## src/rtl/bp_clint_cmd_initiator.sv

```systemverilog
`default_nettype none
// ============================================================================
// Module   : bp_clint_cmd_initiator
// Purpose  : Master-side mem-msg initiator for the CLINT slice. Turns simple
//            dword register requests (rd/wr, addr, data) into uncached
//            mem-msg commands, tracks in-flight commands in order, checks each
//            response against the command it should belong to, and returns
//            read data to the requester.
// Message  : {data[cce_block_width_p], payload[8], size[3], addr[paddr_width_p],
//            msg_type[4]}, msg_type in the least significant bits.
// Ports    : clk_i, reset_i            clock, synchronous active-high reset
//            req_v_i/req_ready_o        request handshake
//            req_we_i/addr_i/data_i     request contents
//            mem_cmd_o/_v_o/_ready_i    command to the CLINT (valid-then-ready)
//            mem_resp_i/_v_i/_yumi_o    response from the CLINT
//            rsp_v_o/we_o/data_o/yumi_i completion to the requester
//            mismatch_o                 sticky: response did not match tracker
//            timeout_o                  sticky: response watchdog expired
// Config   : BP_CLINT_INIT_TIMEOUT_EN enables the response watchdog; when
//            undefined timeout_o is tied low and requests are never blocked.
// Revision : 1.0 - initial release
// ============================================================================
module bp_clint_cmd_initiator #(
  parameter int paddr_width_p     = 40,
  parameter int dword_width_p     = 64,
  parameter int cce_block_width_p = 512,
  parameter int max_outstanding_p = 2,
  parameter int timeout_cycles_p  = 1024,
  localparam int cce_mem_msg_width_lp = 4 + paddr_width_p + 3 + 8 + cce_block_width_p
) (
  input  logic                            clk_i,
  input  logic                            reset_i,
  input  logic                            req_v_i,
  output logic                            req_ready_o,
  input  logic                            req_we_i,
  input  logic [paddr_width_p-1:0]        req_addr_i,
  input  logic [dword_width_p-1:0]        req_data_i,
  output logic [cce_mem_msg_width_lp-1:0] mem_cmd_o,
  output logic                            mem_cmd_v_o,
  input  logic                            mem_cmd_ready_i,
  input  logic [cce_mem_msg_width_lp-1:0] mem_resp_i,
  input  logic                            mem_resp_v_i,
  output logic                            mem_resp_yumi_o,
  output logic                            rsp_v_o,
  output logic                            rsp_we_o,
  output logic [dword_width_p-1:0]        rsp_data_o,
  input  logic                            rsp_yumi_i,
  output logic                            mismatch_o,
  output logic                            timeout_o
);

  localparam int C_TYPE_W    = 4;
  localparam int C_SIZE_W    = 3;
  localparam int C_ADDR_LSB  = C_TYPE_W;
  localparam int C_SIZE_LSB  = C_ADDR_LSB + paddr_width_p;
  localparam int C_DATA_LSB  = C_SIZE_LSB + C_SIZE_W + 8;
  localparam int C_CNT_W     = $clog2(max_outstanding_p + 1);
  localparam int C_PTR_W     = (max_outstanding_p > 1) ? $clog2(max_outstanding_p) : 1;

  localparam logic [C_TYPE_W-1:0] C_UC_RD  = 4'b0010;
  localparam logic [C_TYPE_W-1:0] C_UC_WR  = 4'b0011;
  localparam logic [C_SIZE_W-1:0] C_SIZE_8 = 3'b011;
  localparam logic [C_CNT_W-1:0]  C_MAX    = C_CNT_W'(max_outstanding_p);
  localparam logic [C_PTR_W-1:0]  C_LAST   = C_PTR_W'(max_outstanding_p - 1);

  // Command output register
  logic                            r_cmd_v;
  logic [cce_mem_msg_width_lp-1:0] r_cmd;
  logic [cce_mem_msg_width_lp-1:0] w_cmd_next;

  // Credits double as the tracker occupancy: both move on accept/retire only
  logic [C_CNT_W-1:0]              r_credits;
  logic [C_PTR_W-1:0]              r_wr_ptr, r_rd_ptr;
  logic                            r_trk_we   [max_outstanding_p];
  logic [paddr_width_p-1:0]        r_trk_addr [max_outstanding_p];

  // Completion register and status
  logic                            r_rsp_v, r_rsp_we, r_mismatch;
  logic [dword_width_p-1:0]        r_rsp_data;

  logic                            w_blocked, w_accept, w_cmd_drain, w_trk_empty;
  logic                            w_retire, w_bad;
  logic                            w_head_we;
  logic [paddr_width_p-1:0]        w_head_addr;
  logic [C_TYPE_W-1:0]             w_resp_type, w_exp_type;
  logic [paddr_width_p-1:0]        w_resp_addr;
  logic [dword_width_p-1:0]        w_resp_data;
  logic                            w_unused_resp;

  assign w_trk_empty = (r_credits == '0);
  assign w_cmd_drain = r_cmd_v & mem_cmd_ready_i;

  // Outputs are forced low while reset is asserted
  assign req_ready_o     = ~reset_i & (~r_cmd_v | mem_cmd_ready_i)
                         & (r_credits < C_MAX) & ~w_blocked;
  assign w_accept        = req_v_i & req_ready_o;
  assign mem_resp_yumi_o = ~reset_i & mem_resp_v_i & (~r_rsp_v | rsp_yumi_i);

  assign w_resp_type = mem_resp_i[0 +: C_TYPE_W];
  assign w_resp_addr = mem_resp_i[C_ADDR_LSB +: paddr_width_p];
  assign w_resp_data = mem_resp_i[C_DATA_LSB +: dword_width_p];
  assign w_head_we   = r_trk_we[r_rd_ptr];
  assign w_head_addr = r_trk_addr[r_rd_ptr];
  assign w_exp_type  = w_head_we ? C_UC_WR : C_UC_RD;

  // A response with nothing outstanding is consumed but never delivered
  assign w_retire = mem_resp_yumi_o & ~w_trk_empty;
  assign w_bad    = mem_resp_yumi_o & (w_trk_empty | (w_resp_type != w_exp_type)
                                       | (w_resp_addr != w_head_addr));

  // Size/payload fields and upper block data of the response carry nothing we use
  assign w_unused_resp = ^{mem_resp_i[C_DATA_LSB-1:C_SIZE_LSB],
                           mem_resp_i[cce_mem_msg_width_lp-1:C_DATA_LSB+dword_width_p]};

  always_comb begin
    w_cmd_next = '0;
    w_cmd_next[0 +: C_TYPE_W]               = req_we_i ? C_UC_WR : C_UC_RD;
    w_cmd_next[C_ADDR_LSB +: paddr_width_p] = req_addr_i;
    w_cmd_next[C_SIZE_LSB +: C_SIZE_W]      = C_SIZE_8;
    if (req_we_i) begin
      w_cmd_next[C_DATA_LSB +: dword_width_p] = req_data_i;
    end
  end

  // Accept has priority: a new command may load while the old one drains
  always_ff @(posedge clk_i) begin
    if (reset_i) begin
      r_cmd_v <= 1'b0;
      r_cmd   <= '0;
    end else if (w_accept) begin
      r_cmd_v <= 1'b1;
      r_cmd   <= w_cmd_next;
    end else if (w_cmd_drain) begin
      r_cmd_v <= 1'b0;
    end
  end

  always_ff @(posedge clk_i) begin
    if (reset_i) begin
      r_credits <= '0;
      r_wr_ptr  <= '0;
      r_rd_ptr  <= '0;
    end else begin
      if (w_accept && !w_retire) begin
        r_credits <= r_credits + C_CNT_W'(1);
      end else if (!w_accept && w_retire) begin
        r_credits <= r_credits - C_CNT_W'(1);
      end
      if (w_accept) begin
        r_wr_ptr <= (r_wr_ptr == C_LAST) ? '0 : r_wr_ptr + C_PTR_W'(1);
      end
      if (w_retire) begin
        r_rd_ptr <= (r_rd_ptr == C_LAST) ? '0 : r_rd_ptr + C_PTR_W'(1);
      end
    end
  end

  // Tracker storage needs no reset: occupancy is governed by r_credits
  always_ff @(posedge clk_i) begin
    if (w_accept) begin
      r_trk_we[r_wr_ptr]   <= req_we_i;
      r_trk_addr[r_wr_ptr] <= req_addr_i;
    end
  end

  always_ff @(posedge clk_i) begin
    if (reset_i) begin
      r_rsp_v    <= 1'b0;
      r_rsp_we   <= 1'b0;
      r_rsp_data <= '0;
      r_mismatch <= 1'b0;
    end else begin
      if (w_retire) begin
        r_rsp_v    <= 1'b1;
        r_rsp_we   <= w_head_we;
        r_rsp_data <= w_head_we ? '0 : w_resp_data;
      end else if (rsp_yumi_i) begin
        r_rsp_v <= 1'b0;
      end
      if (w_bad) begin
        r_mismatch <= 1'b1;
      end
    end
  end

`ifdef BP_CLINT_INIT_TIMEOUT_EN
  localparam int C_TO_W = $clog2(timeout_cycles_p + 1);
  localparam logic [C_TO_W-1:0] C_TO_LIMIT = C_TO_W'(timeout_cycles_p);

  logic [C_TO_W-1:0] r_to_cnt;
  logic              r_timeout;
  logic              w_to_clear;

  // Only counts while something is outstanding and no response is retiring
  assign w_to_clear = mem_resp_yumi_o | w_trk_empty;

  always_ff @(posedge clk_i) begin
    if (reset_i) begin
      r_to_cnt  <= '0;
      r_timeout <= 1'b0;
    end else if (w_to_clear) begin
      r_to_cnt <= '0;
    end else if (r_to_cnt != C_TO_LIMIT) begin
      r_to_cnt <= r_to_cnt + C_TO_W'(1);
      if (r_to_cnt == C_TO_LIMIT - C_TO_W'(1)) begin
        r_timeout <= 1'b1;
      end
    end
  end

  assign w_blocked = r_timeout;
  assign timeout_o = r_timeout;
`else
  logic w_unused_cfg;
  assign w_unused_cfg = (timeout_cycles_p > 0);
  assign w_blocked    = 1'b0;
  assign timeout_o    = 1'b0;
`endif

  assign mem_cmd_o   = r_cmd;
  assign mem_cmd_v_o = r_cmd_v;
  assign rsp_v_o     = r_rsp_v;
  assign rsp_we_o    = r_rsp_we;
  assign rsp_data_o  = r_rsp_data;
  assign mismatch_o  = r_mismatch;

endmodule
`default_nettype wire

```

## config.mk

```make
export PLATFORM = sky130hd
export DESIGN_NAME = bp_clint_cmd_initiator
export DESIGN_NICKNAME = d
export VERILOG_FILES = /design/src/rtl/bp_clint_cmd_initiator.sv
export SDC_FILE = /design/constraint.sdc
export NUM_CORES = 1
export LEC_CHECK = 0
export BUFFER_PORTS_ARGS = -buffer_cell sky130_fd_sc_hd__buf_2
export CORE_AREA = 2 2 506 508
export CTS_CLUSTER_DIAMETER = 50
export DETAILED_ROUTE_END_ITERATION = 8
export DIE_AREA = 0 0 508 510
export GPL_TIMING_DRIVEN = 0
export SYNTH_ARGS = -nofsm -noshare
export SYNTH_HDL_FRONTEND = slang
export SYNTH_SLANG_ARGS = --single-unit
```

## constraint.sdc

```tcl
create_clock -name clk_i -period 3.8 [get_ports clk_i]
set_input_delay 0.19 -clock clk_i [delete_from_list [all_inputs] [get_ports clk_i]]
set_output_delay 0.19 -clock clk_i [all_outputs]
set_load 0.01 [all_outputs]
```

==> out/qor.yml <==
yosys:
  yosysUniqueCellTypes: 29
  yosys_warnings: 0
  synth_seq_cells: 261
  syn_inst: 1436
  syn_area_per_cell_um2: 9.245
  synth-seq-area-share_pct: 45.54
  synthTopCellsByArea: "dfxtp_1 27%, buf_4 26%, edfxtp_1 19%, nand2_1 6.0%, a21oi_1 4.9%"
  netlist_area_mm2: 0.01328
  synth_top_area_share_pct: 26.99
  synth_top_cell_by_area: "dfxtp_1"
critical_path:
  r2r_slack_ps: 310
  cp_max_fo: 21
  crit_start: "mem_cmd_v_o"
  path_cells: "nand2b_1, nor3b_2, nand2_2, buf_2, buf_1, nor2_4, buf_16"
  start_kind: "register"
  r2r_end: "r_trk_addr[0][3]"
  critPathRequiredTime_ps: 4100
  endpoint: "r_trk_addr[0][3]"
  crit_buf_inv: 3
  critPathTopFamily: "simple AND/OR/NAND/NOR gates"
  worstReg2RegStart: "mem_cmd_v_o"
  crit_arrival_ps: 3780
  crit_slowest_cell: "nor2_4"
  path_class: "reg2reg"
  reg2regPathDepth: 7
  slowest_delay_ps: 730
  worst-path-stages: 7
  worstSetupEndpointType: "register"
cts:
  clkLatencyLatePin_ps: 590
  numCtsBuffers: 44
  cts.clk_slew.worst_paths_ps: 60
  cts-root-buf: "clkbuf_16"
  max-clock-path-buffers: 3
  htree_levels: 2
  post_cts_buffers: 0
  cts_tree: "built"
  cts_sinks: 261
floorplanning:
  die_w_um: 508
  dieArea_mm2: 0.2591
  core_area_mm2: 0.2535
  start_util_pct: 5.238
  ioPinCount: 1316
  num_rows: 185
  die_y_um: 510
routing:
  route.detailed.drc: 0
  vias: 12310
  viasPerCell: 2.080
  finalWirelength_mm: 94.21
  drt_iter0_drc: 390
  drtAntennaViolNets: 0
  wl_per_cell_um: 15.92
  first_pass_iters: 7
sta:
  maxSlewViolCount: 0
  hold_viol_final: 1
  finClkSkew_ps: 37.53
  rsz0062_at_grt: "false"
  setup_tns_ps: 0
  setup_violations: 0
  slew_headroom_pct: 12.97
  period_needed_ps: 3487
  fmax_mhz: 286.8
  fin_crit_sh_pct: 91.76
  holdWs_ps: -0.8334
  worst_slew_pin_slew_ps: 1305
power_and_ir_drop:
  ir_drop_mv: 0.2992
  p_leak_nw: 10.54
  power_mw: 9.191
  p_per_area_mw_per_mm2: 376.0
final_layout:
  syn_to_final_growth_pct: 84.14
  final_cells: 5918
  fin_area_mm2: 0.02444
  final_cell_mix: "462 x buf_4, 460 x conb_1, 413 x buf_2"
  final_common_cell: "buf_4"
  nNetsFinal: 3177
  drive_above_1_share_pct: 37.94
placement:
  post_dp_cell_area_mm2: 0.02124
  dp_cells: 5658
  place_congestion: 0.7996
  placement.io_buffers: 395
  hpwl_mm: 84.93
worst_hold_path:
  holdCritPathClass: "in2reg"
global_route:
  grt_pass1_vias: 10970
  grt_max_degree: 37
  grt_usage_pct: 6.903
  overflow: 0
  antenna_found_initial: 121
  grt_first_pass_wirelength_mm: 114.3
run_status:
  violations: "hold timing"
  outcome: "finished with violations"
run:
  maxCapViolations: 0
through the flow:
| step | util [%] | setup WS [ps] |
|---|---|---|
| 2_1_floorplan | - | 314.4 |
| 3_3_place_gp | 8.359 | -2879 |
| 3_5_place_dp | 8.381 | -827.5 |
| 4_1_cts | 9.626 | 96.08 |
| 5_1_grt | 9.632 | 59.66 |
| 6_report | 9.644 | 313.2 |
synth_stat cells:
cell	instances
a211oi_1	1
a21oi_1	130
and3_1	1
buf_1	6
buf_2	18
buf_4	462
buf_6	4
clkbuf_1	47
conb_1	1
dfxtp_1	179
edfxtp_1	82
ha_1	1
inv_1	4
inv_2	1
mux2i_1	41
nand2_1	212
nand2b_1	2
nand3_1	129
nand3b_1	41
nand4_1	2
nor2_1	8
nor3_1	1
nor3b_2	1
nor4_1	11
o21ai_0	4
o22ai_1	1
or3_1	1
xnor2_1	42
xor2_1	3
registers in the layout (all words and copies together) (netlist names), named ones only:
signal,flops
mem_cmd_o,106
r_trk_addr,80
rsp_data_o,64
r_credits,2
r_trk_we,2
mem_cmd_v_o,1
mismatch_o,1
r_rd_ptr,1
r_wr_ptr,1
rsp_v_o,1
rsp_we_o,1
tightest hold or removal path: stages:
cell     delay (ps)
buf_2           100
nand3_1         160
a21oi_1          90
logic make-up (layout without fill, tap and decap cells):
| family | Yosys count | count (layout) | synth area share [%] |
|---|---|---|---|
| adder cells (fa/ha/maj) | 1 | 1 | 0.09424 |
| flip-flops | 261 | 261 | 45.54 |
| other | 1 | 479 | 0.02825 |
| AO/OA/AOI/OAI | 136 | 136 | 5.156 |
| buffers and inverters | 542 | 1180 | 28.78 |
| XOR/XNOR | 45 | 45 | 2.969 |
| multiplexers | 41 | 41 | 3.091 |
| AND/OR/NAND/NOR | 409 | 409 | 14.34 |
power by group:
group | switching, mW | total (mW) | internal, mW
sequential | 0.0716 | 3.11 | 3.04
combinational | 1.10 | 1.89 | 0.784
clock | 1.60 | 4.19 | 2.59
total | 2.78 | 9.19 | 6.41
worst min-delay path by stage:
stage / slack (ps) / endpoint / startpoint / depth (start not counted)
2_1_floorplan: 290 / r_trk_addr[0][0] / req_addr_i[0] / 0
3_3_place_gp: 400 / r_trk_addr[1][36] / req_addr_i[36] / 1
3_5_place_dp: 410 / r_trk_addr[1][38] / req_addr_i[38] / 1
4_1_cts: 10 / rsp_data_o[13] / mem_resp_i[68] / 3
5_1_grt: 40 / mismatch_o / mem_resp_v_i / 3
6_report: -0.8 / rsp_data_o[17] / mem_resp_i[72] / 3
final cells by class:
cell class | count | area (um2)
Inverter | 5 | 18.77
Clock buffer | 52 | 1161
Sequential cell | 261 | 6046
Buffer | 537 | 3804
Clock inverter | 29 | 387.9
Antenna cell | 19 | 47.55
Fill cell | 29520 | 229000
Timing Repair Buffer | 557 | 3626
Tap cell | 3366 | 4212
Multi-Input combinational cell | 1092 | 5142
what timing repair did:
item	CTS	global route
endpoints found under the hold margin	240	0
hold buffers	160	0
endpoints found under the setup margin	44	0
gates resized for setup	2	0
metal layers:
| metal | wire length (um) | global-route usage [%] | up-vias |
|---|---|---|---|
| li1 | - | - | 5992 |
| met1 | 35180 | 7.459 | 5273 |
| met2 | 44300 | 11.63 | 740 |
| met3 | 11820 | 3.723 | 224 |
| met4 | 2402 | 1.895 | 78 |
| met5 | 497 | 0 | - |
Power figures use the tool's default switching activity.
